## src/rtl/instr_fetch.sv

```systemverilog
// Instruction fetch unit: walks a PC through program memory and buffers
// {pc, instr} pairs in a 2-entry FIFO, with branch redirect and halt/resume.
//
// state  | meaning
// IDLE   | out of reset, waiting for start; branches ignored
// FETCH  | pushing one instruction per cycle while the FIFO has room
// HALTED | fetch suspended, PC frozen, queued entries still drain
module instr_fetch #(
  parameter logic [7:0] RESET_PC = 8'h00
) (
  input  logic       clk,
  input  logic       rst_n,
  input  logic       start,
  input  logic       halt,
  output logic [7:0] prog_addr,
  input  logic [7:0] prog_data,
  output logic [7:0] instr,
  output logic [7:0] instr_pc,
  output logic       instr_valid,
  input  logic       instr_ready,
  input  logic       branch_valid,
  input  logic [7:0] branch_target,
  output logic [1:0] fifo_count
);

  typedef enum logic [1:0] {IDLE, FETCH, HALTED} state_t;

  state_t     state, state_nxt;
  logic [7:0] pc;
  logic [7:0] head_pc, head_instr;
  logic [7:0] tail_pc, tail_instr;
  logic [1:0] count;
  logic       pop, push, flush;

  assign prog_addr   = pc;
  assign instr       = head_instr;
  assign instr_pc    = head_pc;
  assign instr_valid = (count != 2'd0);
  assign fifo_count  = count;

  assign pop   = instr_valid & instr_ready;
  assign flush = branch_valid & (state != IDLE);
  // A full FIFO can still accept a push when the head leaves on the same edge.
  assign push  = (state == FETCH) & ~halt & ~branch_valid & ((count < 2'd2) | pop);

  always_comb begin
    state_nxt = state;
    case (state)
      IDLE:    if (start && !halt) state_nxt = FETCH;
      FETCH:   if (halt)           state_nxt = HALTED;
      HALTED:  if (start && !halt) state_nxt = FETCH;
      default:                     state_nxt = IDLE;
    endcase
  end

  always_ff @(posedge clk or negedge rst_n) begin
    if (!rst_n) state <= IDLE;
    else        state <= state_nxt;
  end

  always_ff @(posedge clk or negedge rst_n) begin
    if (!rst_n)     pc <= RESET_PC;
    else if (flush) pc <= branch_target;
    else if (push)  pc <= pc + 8'd1;
  end

  always_ff @(posedge clk or negedge rst_n) begin
    if (!rst_n) begin
      count      <= 2'd0;
      head_pc    <= 8'h00;
      head_instr <= 8'h00;
      tail_pc    <= 8'h00;
      tail_instr <= 8'h00;
    end else if (flush) begin
      count <= 2'd0;
    end else begin
      case ({push, pop})
        2'b10: begin
          if (count == 2'd0) begin
            head_pc    <= pc;
            head_instr <= prog_data;
          end else begin
            tail_pc    <= pc;
            tail_instr <= prog_data;
          end
          count <= count + 2'd1;
        end
        2'b01: begin
          head_pc    <= tail_pc;
          head_instr <= tail_instr;
          count      <= count - 2'd1;
        end
        2'b11: begin
          if (count == 2'd1) begin
            head_pc    <= pc;
            head_instr <= prog_data;
          end else begin
            head_pc    <= tail_pc;
            head_instr <= tail_instr;
            tail_pc    <= pc;
            tail_instr <= prog_data;
          end
        end
        default: ;
      endcase
    end
  end

endmodule

```

## config.mk

```make
export PLATFORM = sky130hd
export DESIGN_NAME = instr_fetch
export DESIGN_NICKNAME = d
export VERILOG_FILES = /design/src/rtl/instr_fetch.sv
export SDC_FILE = /design/constraint.sdc
export NUM_CORES = 1
export LEC_CHECK = 0
export ABC_AREA = 0
export CAP_MARGIN = 0
export CELL_PAD_IN_SITES_DETAIL_PLACEMENT = 1
export CELL_PAD_IN_SITES_GLOBAL_PLACEMENT = 1
export CORE_UTILIZATION = 40
export CTS_CLUSTER_DIAMETER = 100
export DETAILED_ROUTE_END_ITERATION = 6
export PLACE_DENSITY = 0.84
export REMOVE_ABC_BUFFERS = 1
export SETUP_SLACK_MARGIN = 0.2
export SLEW_MARGIN = 20
export SYNTH_ARGS = -nofsm -noshare
export SYNTH_HDL_FRONTEND = slang
export SYNTH_SLANG_ARGS = --single-unit
```

## constraint.sdc

```tcl
create_clock -name clk -period 2.9 [get_ports clk]
set_clock_uncertainty 0.2 [all_clocks]
set_input_delay 0.87 -clock clk [delete_from_list [all_inputs] [get_ports clk]]
set_output_delay 0.87 -clock clk [all_outputs]
set_load 0.01 [all_outputs]
```

### Yosys cells after proc, flatten, opt, wreduce, memory -nomap -nowiden

Index checks and enable logic that the tools add are counted.

* bits in registers: 44
* input port bits: 22
* output and inout port bits: 27
* word-level logic and storage cells: 64

* $add $sub $neg: 3
* order comparisons: 1
* equality and inequality tests: 11
* multiplexer cells: 19
* bitwise gates (word level): 9
* reductions and logical operators: 14

Operators by type and width (number)
* $mux W8: 10
* $pmux W8 S3: 2
* $pmux W8 S2: 2
* $add A8 B1 Y8 const B: 1
* $ne A2 B2 Y1 const B: 4
* $pmux W2 S2: 2
* $reduce_bool A2 Y1: 4
* $eq A2 B1 Y1 const B: 3
* $eq A2 B2 Y1 const B: 3
* $mux W2: 3
* $reduce_bool A3 Y1: 2
* $and A1 B1 Y1: 5
* $logic_not A2 Y1: 2
* $reduce_and A4 Y1: 1
* $not A1 Y1: 3
* $reduce_and A3 Y1: 1
* $add A2 B1 Y2 const B: 1
* $lt A2 B2 Y1 const B: 1
* $ne A2 B1 Y1 const B: 1
* $reduce_and A2 Y1: 1
* $reduce_or A2 Y1: 1
* $sub A2 B1 Y2 const B: 1
* $logic_and A1 B1 Y1: 1
* $logic_not A1 Y1: 1
* $or A1 B1 Y1: 1

### Logic depth before layout (Yosys ltp)

* depth after elaboration: 7
* depth in mapped cells: 7
* depth with buffers taken out: 6

### Worst setup path after synthesis

Ideal clock, no wire load.

* kind: input to register
* from: input halt
* to: register head_instr[6] (netlist: instr[6])
* library setup time: 0.125 ns
* arrival time: 2.214 ns
* required time: 2.575 ns
* slack: 0.361 ns
* stages on the path: 5
* path buffers: 1
* path through: nor4b_4 -> nand3_1 -> a21oi_2 -> buf_4 -> mux2_2

* longest elaborated chain between the ends: 7
* elaborated cells between the ends (all ways): 11
* those cells by class: eq/ne: 4; mux: 1; bitwise: 4; reduce/logical: 2

RTL lines
* start, declared: RTL line 14 `input logic halt,`
* $not A1 Y1 *: RTL line 44 `assign push = (state == FETCH) & ~halt & ~branch_valid & ((count < 2'd2) | pop);`
* $and A1 B1 Y1 * (3 in a row): RTL line 44
* $eq A2 B2 Y1 or $eq A2 B1 Y1 (tied branches): RTL line 77 `case ({push, pop})`
* $ne A2 B2 Y1 (no source line) or $reduce_bool A3 Y1 (tied branches)
* $reduce_and A3 Y1 (no source line)
* end signal, assigned: RTL line 81 `head_instr <= prog_data;`
* end signal, assigned: RTL line 90 `head_instr <= tail_instr;`
* end signal, assigned: RTL line 96 `head_instr <= prog_data;`
* end, declared: RTL line 30 `logic [7:0] head_pc, head_instr;`

Mark *: on every way between the ends. The rest lies on a longest branch, timed or not.
A chain may end at the register's enable or synchronous reset.

### Worst setup path in the final report

* from: register count[1] (netlist: fifo_count[1])
* to: output instr_valid

* longest elaborated chain between the ends: 1

RTL lines
* start, declared: RTL line 32 `logic [1:0] count;`
* start signal, assigned: RTL line 86 `count <= count + 2'd1;`
* start signal, assigned: RTL line 91 `count <= count - 2'd1;`
* $reduce_bool A2 Y1: RTL line 38 `assign instr_valid = (count != 2'd0);`
* end, declared: RTL line 19 `output logic instr_valid,`

No other way between the ends.

==> metrics.md <==
| Metric | Value |
|---|---|
| Post-synth top cells | 48 x mux2_2, 44 x dfrtp_1, 13 x nand2_1 |
| Core area | 0.00520 mm^2 |
| Fin nets | 256 |
| DR vias/cell | approximately 5.2 |
| ANT cells | 0 |
| CTS HTree Levels | 2 |
| Top post-synthesis cells by area | dfrtp_1 50%, mux2_2 25%, xnor2_1 2.8%, a2111oi_4 2.5%, nand2_1 2.2% |
| CP Capture Type | primary output |
| Vias in the first global route | 1761 |
| Layout cells sized above 1 | 34.9% |
| Area leader, netlist | dfrtp_1 |
| WHS Path Cells | 1 |
| Internal Power | 1840 uW |
| Sequential element share of the synthesized area | 50.1% |
| Min-delay src | tail_instr[2] |
| Num CTS Buffers | 5 |
| Top-area cell type share of the netlist area | 50.1% |
| DR vias | 1570 |
| Design Area, Final | just under 0.003 mm^2 |
| Mapped Cells | around 170 |
| DR WL/cell | 16.4 um |
| Rows | 26 |
| GRT overflow | 0 |
| Cell Chain, Critical Path | inv_2, ha_2, inv_1, clkdlybuf4s50_1 |
| Clock Power Share | 14.1% |
| Max VDD drop | 0.000415 V |
| Avg Cell Area, Syn | 12.9 um^2 |
| Switching Share | about a third |
| Die X | 76.2 um |
| Hold Vio Cnt, Final | 0 |
| Crit path required time | 1.83 ns |
| Clk Latency, worst-skew pair | 0.30 ns |
| Crit path kind | reg2out |
| Largest net degree at the start of global routing | 45 |
| Starting Density | 42.3% |
| Final min period | approximately 2.6 ns |
| Met3 WL | 219 um |
| DRC | 0 |
| Unrepaired setup endpoints after global routing | no |
| Clock-pin transition on the worst setup and hold timing paths | 0.08 ns |
| RR Startpoint | state[0] |
| Clock sinks | 44 |
| # setup viols final | 0 |
| CTS root buf | clkbuf_8 |
| Worst Path Buf+Inv | 3 |
| Net switching power | slightly below 1000 uW |
| Met1 wire length | around 2100 um |
| Hold Slack | 0.309 ns |
| Combinational share of power | 46.3% |
| Slew of the pin with the lowest slew margin | 0.292 ns |
| I/O Pins | 49 |
| Status | finished clean |
| Max-slew violations | 0 |
| FFs w/ async S/R, synth | 100% |
| GRT Total Usage | between 10% and 20% |
| CP delay by family, top | buffers and inverters |
| Synth Register Bits | 44 |
| Fill cells | 554 |
| First-pass GRT wire length | ~8600 um |
| Fmax | a little under 400 MHz |
| WL met2 | 2540 um |
| Fin crit share | 89.5% |
| Critical Path Start Type | flip-flop |
| Max Cap Violations | 0 |
| Post-Syn Area | 0.00220 mm^2 |
| Die H | 76.2 um |
| Crit path largest cell delay | 0.53 ns |
| Dpl hpwl | around 3500 um |
| Reg-to-Reg End | instr[5] |
| PwrDens | ~950 mW/mm^2 |
| Area delta synth->final | 34.5% |
| Yosys synthesis warning count | 0 |
| Seq pwr share | 39.6% |
| Cell Area, Placed | 0.00283 mm^2 |
| Post-DRT Antenna Nets | 0 |
| Relative slew slack | 80.5% |
| WL final | ~5000 um |
| Highest routed metal layer | met4 |
| Main flop type after synthesis | dfrtp_1 |
| Worst R2R Setup Slack | 0.81 ns |
| Worst hold path class | reg2reg |
| CTS tree | built |
| Critical Path Slowest Stage Cell | clkdlybuf4s50_1 |
| Antenna violations before repair | 0 |
| Count of input and output buffers | 48 |
| Most numerous cell in the Yosys netlist | mux2_2 |
| Area of the die | 0.00580 mm^2 |
| WHS Endpoint | tail_instr[2] |
| Arrival time worst endpoint | ~1.5 ns |
| Max Fanout on Critical Path | 4 |
| Clock buffer depth | 2 |
| Leakage | between 0.001 and 0.0015 uW |
| DRT Pass-1 Iters | 4 |
| Routability cong. | between 0.7 and 0.8 |
| Cell variety after synth | 29 |
| Register-to-Register Path Depth | 6 |
| EDFF count, synth | 0 |
| Initial drt markers | 28 |
==> worst register-to-register path: cells and delay by family (launching register included) <==
kind	cells	cell delay [ns]
AOI/OAI and AO/OA	1	0.17
buffers and inverters	2	0.33
DFF	1	0.47
muxes	2	0.61
and+or+nand+nor	1	0.18
==> stage by stage <==
step	setup slack, ns	instances	utilization [%]	setup TNS (ns)	total power, uW
after floorplan	-0.0221	162	-	-0.353	1770
after global placement	-0.0907	290	54.3	-1.86	2350
after detailed placement	-0.162	290	54.3	-3.84	2420
after CTS	0.212	302	56.7	0	2840
after global routing	0.243	302	56.8	0	3000
final	0.305	302	56.8	0	2810
==> cell usage in the layout (no fill, tap or decap), types with 2 or more instances in the layout <==
master and instances:
buf_12 3, xnor2_1 7, a21oi_2 2, a211oi_1 2
a2111oi_4 2, nand2_1 13, dlymetal6s2s_1 2, ha_1 2
o21ai_0 6, inv_1 4, dfrtp_1 44, clkbuf_8 5
nand3_1 7, nor2_1 4, mux2_2 48, a21o_1 2
o21ai_1 2, buf_4 11, clkdlybuf4s50_1 45, mux2i_1 3
==> worst max path at each step <==
stage | from | endpoint | cells after the start
after global routing | fifo_count[1] | instr_valid | 4
final | fifo_count[1] | instr_valid | 4
after global placement | halt | prog_addr[6] | 6
after floorplan | fifo_count[1] | instr[0] | 6
after CTS | fifo_count[1] | instr_valid | 4
after detailed placement | branch_valid | instr[2] | 6
==> final cells by class <==
cell class	count	area (um^2)	area share [%]
flip-flops and latches	44	1100	37.2
multi-input cells	113	1040	35.1
repair buffers	62	623	21.1
well taps	70	87.6	2.96
clock buffers	5	68.8	2.33
clock inverters	3	21.3	0.719
inverters	5	18.8	0.635
==> routing by layer <==
metal	up-vias	global-route usage, %
li1	728	-
met3	6	5.15
met5	-	0
met2	35	32.5
met4	0	4.62
met1	801	23.6
==> flip-flops by register name (all words and copies together), names as in the netlist <==
signal      cells
tail_instr      8
tail_pc         8
instr_pc        8
prog_addr       8
fifo_count      2
state           2
instr           8
==> cells by family after synthesis <==
group,share of synthesized area [%]
flops,50.1
mux,25.9
buf+inv,3.13
compound gates,9.16
fa+ha+maj,1.71
simple gates,6.83
xor+xnor,3.19
==> power groups by stage <==
stage / clock (uW) / combinational (uW) / sequential [uW]
3_3_place_gp: 0 / 1230 / 1110
3_5_place_dp: 0 / 1290 / 1130
2_1_floorplan: 0 / 613 / 1160
6_report: 396 / 1300 / 1110
5_1_grt: 434 / 1410 / 1160
4_1_cts: 408 / 1320 / 1120
==> timing repair <==
action	4_1_cts	5_1_grt
setup endpoints to repair	18	38
hold buffers	0	0
resized for setup	1	4
pin swaps	1	1
setup buffers	4	0
gates cloned	0	0
No activity file was read; power rests on OpenSTA's default activity.
